## src/rtl/wb_arb_pkg.sv

```systemverilog
// Shared constants and types for the writeback priority arbiter.
package wb_arb_pkg;

   localparam int unsigned DEF_NUM_UNITS    = 7;
   localparam int unsigned DEF_NUM_PIPED    = 5;
   localparam int unsigned DEF_STARVE_LIMIT = 4;

   typedef enum logic [2:0] {
      FDIVU     = 3'd0,
      FMULU     = 3'd1,
      FADD_SUBU = 3'd2,
      DIVU      = 3'd3,
      MULU      = 3'd4,
      FPU       = 3'd5,
      ALU       = 3'd6
   } unit_e;

   // Mux select at the EXE/MEM register for the default unit set.
   typedef logic [$clog2(DEF_NUM_UNITS)-1:0] unit_idx_t;

   function automatic int unsigned idx_width(input int unsigned n);
      return (n > 1) ? $clog2(n) : 1;
   endfunction

endpackage

```

## src/rtl/wb_priority_arbiter_if.sv

```systemverilog
// Writeback request/grant bundle between the functional units and the arbiter.
interface wb_priority_arbiter_if
   import wb_arb_pkg::*;
#(
   parameter int unsigned NUM_UNITS = DEF_NUM_UNITS,
   parameter int unsigned NUM_PIPED = DEF_NUM_PIPED,
   parameter int unsigned IDX_W     = idx_width(NUM_UNITS)
);
   logic                 flush;
   logic [NUM_UNITS-1:0] req;
   logic [NUM_PIPED-1:0] start;
   logic [NUM_UNITS-1:0] grant;
   logic [IDX_W-1:0]     grant_idx;
   logic                 grant_valid;
   logic [NUM_PIPED:0]   stall;
   logic                 id_exe_clr;

   modport master (
      output flush, req, start,
      input  grant, grant_idx, grant_valid, stall, id_exe_clr
   );

   modport slave (
      input  flush, req, start,
      output grant, grant_idx, grant_valid, stall, id_exe_clr
   );
endinterface

```

## src/rtl/wb_prio_pick.sv

```systemverilog
// Lowest-index-first one-hot picker with binary index of the selected bit.
module wb_prio_pick #(
   parameter int unsigned N     = 7,
   parameter int unsigned IDX_W = 3
) (
   input  logic [N-1:0]     vec,
   output logic [N-1:0]     onehot,
   output logic [IDX_W-1:0] idx,
   output logic             any
);
   always_comb begin
      onehot = '0;
      idx    = '0;
      any    = 1'b0;
      for (int unsigned i = 0; i < N; i++) begin
         if (vec[i] && !any) begin
            onehot[i] = 1'b1;
            idx       = IDX_W'(i);
            any       = 1'b1;
         end
      end
   end
endmodule

```

## src/rtl/wb_priority_arbiter.sv

```systemverilog
// Writeback arbiter: fixed index priority with age-based starvation promotion.
// Optional perf counters are built when WB_ARB_PERF_EN is defined.
module wb_priority_arbiter
   import wb_arb_pkg::*;
#(
   parameter int unsigned NUM_UNITS    = DEF_NUM_UNITS,
   parameter int unsigned NUM_PIPED    = DEF_NUM_PIPED,
   parameter int unsigned STARVE_LIMIT = DEF_STARVE_LIMIT,
   parameter int unsigned AGE_W        = (STARVE_LIMIT < 1) ? 1 : $clog2(STARVE_LIMIT + 1)
) (
   input  logic clk,
   input  logic reset,
   wb_priority_arbiter_if.slave bus
`ifdef WB_ARB_PERF_EN
   ,
   output logic [31:0] perf_stall_cycles,
   output logic [31:0] perf_promotions
`endif
);
   localparam int unsigned IDX_W = idx_width(NUM_UNITS);

   logic [NUM_UNITS-1:0] starving, starve_oh, req_oh, grant_raw;
   logic [IDX_W-1:0]     starve_idx, req_idx, idx_raw;
   logic                 starve_any, req_any, collision;
   logic [NUM_PIPED-1:0] copy_hazard;

   generate
      if (STARVE_LIMIT == 0) begin : g_no_age
         assign starving = '0;
      end else begin : g_age
         localparam logic [AGE_W-1:0] LIMIT = AGE_W'(STARVE_LIMIT);
         logic [AGE_W-1:0] age [NUM_UNITS];

         always_ff @(posedge clk) begin
            for (int unsigned i = 0; i < NUM_UNITS; i++) begin
               if (reset || bus.flush || !bus.req[i] || grant_raw[i])
                  age[i] <= '0;
               else if (age[i] != LIMIT)
                  age[i] <= age[i] + 1'b1;
            end
         end

         always_comb begin
            starving = '0;
            for (int unsigned i = 0; i < NUM_UNITS; i++)
               starving[i] = bus.req[i] && (age[i] == LIMIT);
         end
      end
   endgenerate

   wb_prio_pick #(.N(NUM_UNITS), .IDX_W(IDX_W)) u_pick_starve (
      .vec(starving), .onehot(starve_oh), .idx(starve_idx), .any(starve_any)
   );

   wb_prio_pick #(.N(NUM_UNITS), .IDX_W(IDX_W)) u_pick_req (
      .vec(bus.req), .onehot(req_oh), .idx(req_idx), .any(req_any)
   );

   // Clearing the lowest set bit leaves a non-zero residue iff two or more bits are set.
   assign collision   = |(bus.req & (bus.req - 1'b1));
   assign grant_raw   = starve_any ? starve_oh : req_oh;
   assign idx_raw     = starve_any ? starve_idx : req_idx;
   assign copy_hazard = bus.start & bus.req[NUM_PIPED-1:0];

   always_comb begin
      bus.grant       = '0;
      bus.grant_idx   = '0;
      bus.grant_valid = 1'b0;
      bus.stall       = '0;
      bus.id_exe_clr  = 1'b0;
      if (!reset) begin
         bus.grant       = grant_raw;
         bus.grant_idx   = idx_raw;
         bus.grant_valid = req_any;
         bus.stall       = {collision, {NUM_PIPED{collision}} & ~grant_raw[NUM_PIPED-1:0]};
         bus.id_exe_clr  = collision && |(grant_raw[NUM_PIPED-1:0] & copy_hazard);
      end
   end

`ifdef WB_ARB_PERF_EN
   always_ff @(posedge clk) begin
      if (reset) begin
         perf_stall_cycles <= '0;
         perf_promotions   <= '0;
      end else begin
         if (collision)  perf_stall_cycles <= perf_stall_cycles + 32'd1;
         if (starve_any) perf_promotions   <= perf_promotions + 32'd1;
      end
   end
`endif

endmodule

```

## src/flat_wrapper.sv

```systemverilog
// flat-port wrapper written by rule: the top's interface ports become plain ports
module wb_priority_arbiter_flat import wb_arb_pkg::*;
#(
   parameter int unsigned NUM_UNITS    = DEF_NUM_UNITS,
   parameter int unsigned NUM_PIPED    = DEF_NUM_PIPED,
   parameter int unsigned STARVE_LIMIT = DEF_STARVE_LIMIT,
   parameter int unsigned AGE_W        = (STARVE_LIMIT < 1) ? 1 : $clog2(STARVE_LIMIT + 1)
)
  (clk, reset, bus_flush, bus_req, bus_start, bus_grant, bus_grant_idx, bus_grant_valid, bus_stall, bus_id_exe_clr);
  wb_priority_arbiter_if #(.NUM_UNITS(NUM_UNITS), .NUM_PIPED(NUM_PIPED)) bus_i ();
  input  logic clk;
  input  logic reset;
  input wire logic [$bits(bus_i.flush)-1:0] bus_flush;
  input wire logic [$bits(bus_i.req)-1:0] bus_req;
  input wire logic [$bits(bus_i.start)-1:0] bus_start;
  output wire logic [$bits(bus_i.grant)-1:0] bus_grant;
  output wire logic [$bits(bus_i.grant_idx)-1:0] bus_grant_idx;
  output wire logic [$bits(bus_i.grant_valid)-1:0] bus_grant_valid;
  output wire logic [$bits(bus_i.stall)-1:0] bus_stall;
  output wire logic [$bits(bus_i.id_exe_clr)-1:0] bus_id_exe_clr;
  assign bus_i.flush = bus_flush;
  assign bus_i.req = bus_req;
  assign bus_i.start = bus_start;
  assign bus_grant = bus_i.grant;
  assign bus_grant_idx = bus_i.grant_idx;
  assign bus_grant_valid = bus_i.grant_valid;
  assign bus_stall = bus_i.stall;
  assign bus_id_exe_clr = bus_i.id_exe_clr;
  wb_priority_arbiter #(.NUM_UNITS(NUM_UNITS), .NUM_PIPED(NUM_PIPED), .STARVE_LIMIT(STARVE_LIMIT), .AGE_W(AGE_W)) u_core (.clk(clk), .reset(reset), .bus(bus_i));
endmodule
```

## config.mk

```make
export PLATFORM = sky130hd
export DESIGN_NAME = wb_priority_arbiter_flat
export DESIGN_NICKNAME = d
export VERILOG_FILES = /design/src/rtl/wb_arb_pkg.sv /design/src/rtl/wb_priority_arbiter_if.sv /design/src/rtl/wb_prio_pick.sv /design/src/rtl/wb_priority_arbiter.sv /design/src/flat_wrapper.sv
export SDC_FILE = /design/constraint.sdc
export NUM_CORES = 1
export LEC_CHECK = 0
export BUFFER_PORTS_ARGS = -buffer_cell sky130_fd_sc_hd__buf_2
export CAP_MARGIN = 20
export CORE_MARGIN = 2
export CORE_UTILIZATION = 35
export CTS_CLUSTER_DIAMETER = 80
export DETAILED_ROUTE_END_ITERATION = 16
export GPL_TIMING_DRIVEN = 0
export PLACE_DENSITY = 0.55
export RECOVER_POWER = 25
export SYNTH_ARGS = -nofsm -noshare
export SYNTH_HDL_FRONTEND = slang
export SYNTH_SLANG_ARGS = --single-unit
export TNS_END_PERCENT = 30
```

## constraint.sdc

```tcl
create_clock -name clk -period 6.4 [get_ports clk]
set_input_delay 0.64 -clock clk [delete_from_list [all_inputs] [get_ports clk]]
set_output_delay 0.64 -clock clk [all_outputs]
set_load 0.01 [all_outputs]
```

Yosys cells after proc, flatten, opt, wreduce, memory -nomap -nowiden --
Memories as Yosys holds them, arrays and structs flattened. Index checks and enable logic that the tools add are counted.
Storage, ports and cells: RAM bits 21, memories kept 1, output and inout bits 18, logic and storage cells 178, bits of input ports 15, bits in registers 0
Cells by class: multiplexer cells 87, add/sub/neg operators 8, equal/unequal tests 14, reductions and logical operators 56, bitwise gates (word level) 12
Memories:
- u_core.g_age.age | depth 7, width 3, read ports 7, clocked after Yosys merged registers in 0, write ports 7, line wb_priority_arbiter.sv:32 | logic [AGE_W-1:0] age [NUM_UNITS];
Operators by type and width (number):
- $mux W1 | 65
- $mux W3 | 19
- $add A3 B1 Y3 const B | 7
- $eq A3 B3 Y1 const B | 7
- $ne A3 B3 Y1 const B | 7
- $logic_and A1 B1 Y1 | 20
- $logic_not A1 Y1 | 19
- $and A5 B5 Y5 | 3
- $logic_or A1 B1 Y1 | 15
- $mux W7 | 2
- $and A7 B7 Y7 | 1
- $or A1 B1 Y1 | 7
- $reduce_or A7 Y1 | 1
- $sub A7 B1 Y7 const B | 1
- $mux W6 | 1
- $not A5 Y5 | 1
- $reduce_or A5 Y1 | 1

Depth between registers and ports, before layout --
An unclocked memory read counts as a cell.
depth after elaboration 27, depth in mapped cells 8

Hierarchy --
A second synthesis with hierarchy kept.
Unflattened totals: cells, all modules 202, area total of the unflattened synthesis 1810.5 sq um
Modules (own cells, without submodules):
- wb_priority_arbiter | seq. area each 630.6 sq um, area an instance 1565.3 sq um, cells each 162, times used 1
- wb_prio_pick | seq. area each 0.0 sq um, area an instance 122.6 sq um, cells each 20, times used 2

Least setup slack after synthesis --
OpenSTA, ideal clock, no wires.
path kind input port to output port, start in bus_req[3], end out bus_grant[2], slack 3.823 ns, cell stages on the path 7, arrival time 1.937 ns, buffers on the path 2, cells stage by stage buf_2 > nand3_4 > nand4_4 > or3_1 > buf_4 > o22a_1 > nor2_1
On the way: longest elaborated chain between the ends 14
Ends and longest elaborated chain:
- start: declaration | line flat_wrapper.sv:14 | input wire logic [$bits(bus_i.req)-1:0] bus_req;
- $logic_and A1 B1 Y1 * | line wb_priority_arbiter.sv:46 | starving[i] = bus.req[i] && (age[i] == LIMIT);
- $logic_and A1 B1 Y1 * | line wb_prio_pick.sv:16 | if (vec[i] && !any) begin
- $mux W1 * | line wb_prio_pick.sv:16
- $logic_not A1 Y1 | line wb_prio_pick.sv:16
- $logic_and A1 B1 Y1 | line wb_prio_pick.sv:16
- $mux W1 * | line wb_prio_pick.sv:16
- $logic_not A1 Y1 | line wb_prio_pick.sv:16
- $logic_and A1 B1 Y1 | line wb_prio_pick.sv:16
- $mux W1 * | line wb_prio_pick.sv:16
- $logic_not A1 Y1 | line wb_prio_pick.sv:16
- $logic_and A1 B1 Y1 | line wb_prio_pick.sv:16
- $mux W1 * | line wb_prio_pick.sv:16
- $mux W7 * | line wb_priority_arbiter.sv:61 | assign grant_raw = starve_any ? starve_oh : req_oh;
- $mux W7 * | line wb_priority_arbiter.sv:71 | if (!reset) begin
- end: declaration | line flat_wrapper.sv:16 | output wire logic [$bits(bus_i.grant)-1:0] bus_grant;
Mark *: on every way between the ends. The rest lies on a longest branch, timed or not.

==> flow_summary.ini <==
[final_layout]
fillers = 549
layout-drive-gt1-share = 0.170
area_growth_syn_to_layout_pct = 13.2
regArea_um2 = 631
stdcell_area_um2 = 2060
largest_reg_flops = 21
diodes = 0
multiInputGateArea_um2 = 1010
fin_nets = 277
reg_top3 = u_core.g_age.age: 21 flops
top_register = u_core.g_age.age

[clocking]
post_cts_resized = 0
clk_pin_slew_ns = 0.08
post_cts_buffers = 0
h-tree-depth = 1
clock_tree.root_cell = clkbuf_8
insertion_delay_ns = 0.26
cts_tree = done
ctsHoldBuffers = 0
clock_tree.buffer_depth = 2
numCtsBuffers = 3
cts_sinks = 21

[yosys]
synth.distinct_cells = 45
synth-xor-area-share = 0.0192
synthCells = 212
synthSimpleGateAreaFrac = 0.287
synth_edf_count = 21
synth_fa_ha_area_frac = 0.102
synthMuxAreaShare = 0
synth_flop_cell = edfxtp_1
synthTopCellsByArea = edfxtp_1 35%, ha_1 9.6%, nor2_1 6.4%, inv_1 4.9%, a21oi_1 3.6%
seq_area_frac_synth = 0.346
synth_compound_area_frac = 0.164
syn_avg_cell_area_um2 = 8.59
syn-cell-area_um2 = 1820
synth-seq-cells = 21
yosysWarnings = 0
yosys.area.top_type = edfxtp_1
async_reset_ff_frac = 0
synth_top_family_by_area = simple AND/OR/NAND/NOR gates
netlist.area_leader.share = 0.346

[power_and_ir_drop]
power.density_nw_per_um2 = 143
ir_drop_mv = 0.0734
power.static_leakage_nw = 0.832

[die]
num_rows = 26
die_x_um = 76.1
initial_core_util = 0.359
io_pins = 33
core_area_um2 = 5070
die-area_um2 = 5800
die_h_um = 76.1

[detailed_routing]
ant_nets = 0
drt-initial-drc-count = 62
firstDrtPassIters = 4
vias = 1613
wirelength_um = 4420
wl_per_cell_um = 14.0
routed_via_density = 5.09
drc = 0

[sta]
worst_pin_slew_ns = 0.919
period_minus_slack_ns = 3.67
setup-tns-final_ns = 0
finalHoldViolations = 0
skew_ns = 0.00308
slew_headroom = 0.383
fmax_mhz = 273
period_share = 0.573
setup_ws_ns = 2.73
rsz0062_at_grt = false
setup_viol = 0
slew_viol_final = 0

[global_routing]
antenna_found_initial = 0
grt_max_degree = 13
grt_pass1_wl_um = 7470
grt_overflow_total = 0
grt_pass1_vias = 1510
track_usage = 0.158

[setup_path]
start_kind = register
worst_setup_path_end_kind = output pin
critPathRequiredTime_ns = 5.76
worstPathArrival_ns = 3.03
crit_fanout = 9
worstSetupPathType = register to output pin

[run]
max_cap_viol_count = 0

[placement]
placed_area_um2 = 2060
dp_slack_ns = 3.46
port_buffers = 29
gp_congestion = 0.788
hpwl_um = 3430

[outcome]
status = completed

[hold_path]
hold_class = register to register
[Yosys cell counts (3+ instances only)]
cell        n
ha_1       14
inv_1      24
o2111ai_2   3
nand4_1     4
nor2_1     31
nand2_1    16
xnor2_1     4
nor3_1      9
edfxtp_1   21
and3_1      4
o2111ai_1   3
clkbuf_1    4
buf_2       5
a21oi_1    13
nand3_1    11
o21ai_0     6
[critical path, stage by stage (launching register included)]
cell       delay (ns)
edfxtp_1         0.39
inv_1            0.06
ha_1             0.25
nand3_1          0.21
nand4_1          0.38
nor3_1           0.87
o2111ai_1        0.21
a41oi_1          0.24
buf_2            0.16
[final cells by class]
class | count | area share
multi-input combinational | 158 | 0.492
inverter | 24 | 0.0437
clock buffer | 3 | 0.0200
clock inverter | 1 | 0.00243
tap | 70 | 0.0425
buffer | 11 | 0.0255
sequential | 21 | 0.306
timing repair buffer | 29 | 0.0686
[logic make-up after synthesis]
logic type	after synthesis
flip-flops	21
adder cells (fa/ha/maj)	15
XOR/XNOR	4
AND/OR/NAND/NOR	96
buffers and inverters	35
AO/OA/AOI/OAI	40
other	1
[metal layers]
| metal | global-route usage | wire length, µm |
|---|---|---|
| met2 | 0.253 | 1970 |
| met1 | 0.226 | 2130 |
| met3 | 0.0261 | 298 |
| met4 | 0.0327 | 27 |
| met5 | 0 | 0 |
[stage by stage]
stage	hold slack, ns	utilization	cells	total power, mW
after detailed placement	0.582	0.406	313	0.210
final	0.587	0.406	317	0.295
after global routing	0.621	0.406	317	0.311
after global placement	0.581	0.406	313	0.210
after floorplan	0.559	-	214	0.191
after CTS	0.595	0.415	317	0.301
[worst paths after layout]
kind | slack, ns | from | cells after the start | to
min reg2reg | 0.59 | u_core.g_age.age[3][0] | 1 | u_core.g_age.age[3][0]
max | 2.73 | u_core.g_age.age[1][0] | 8 | bus_id_exe_clr
min | 0.59 | u_core.g_age.age[3][0] | 1 | u_core.g_age.age[3][0]
max reg2reg | 3.77 | u_core.g_age.age[1][0] | 7 | u_core.g_age.age[2][5]
[cells in the final DEF, fill, tap and decap left out, types with 2 or more instances in the layout]
cell type,n
nor2_1,31
buf_2,29
inv_1,24
edfxtp_1,21
nand2_1,16
ha_1,14
a21oi_1,13
nand3_1,12
nor3_1,10
clkbuf_1,9
o21ai_0,6
nand4_1,5
and3_1,4
xnor2_1,4
o2111ai_1,3
o2111ai_2,3
clkbuf_8,3
conb_1,3
buf_4,2
or3_1,2
o22a_1,2
nor4_1,2
nor2b_1,2
nor4b_1,2
o211ai_1,2
nor3b_1,2
a2111oi_0,2
[power by group]
group | switching (mW) | internal (mW)
combinational | 0.0323 | 0.0192
sequential | 0.00180 | 0.152
clock | 0.0461 | 0.0434
(Power assumes the default switching activity.)
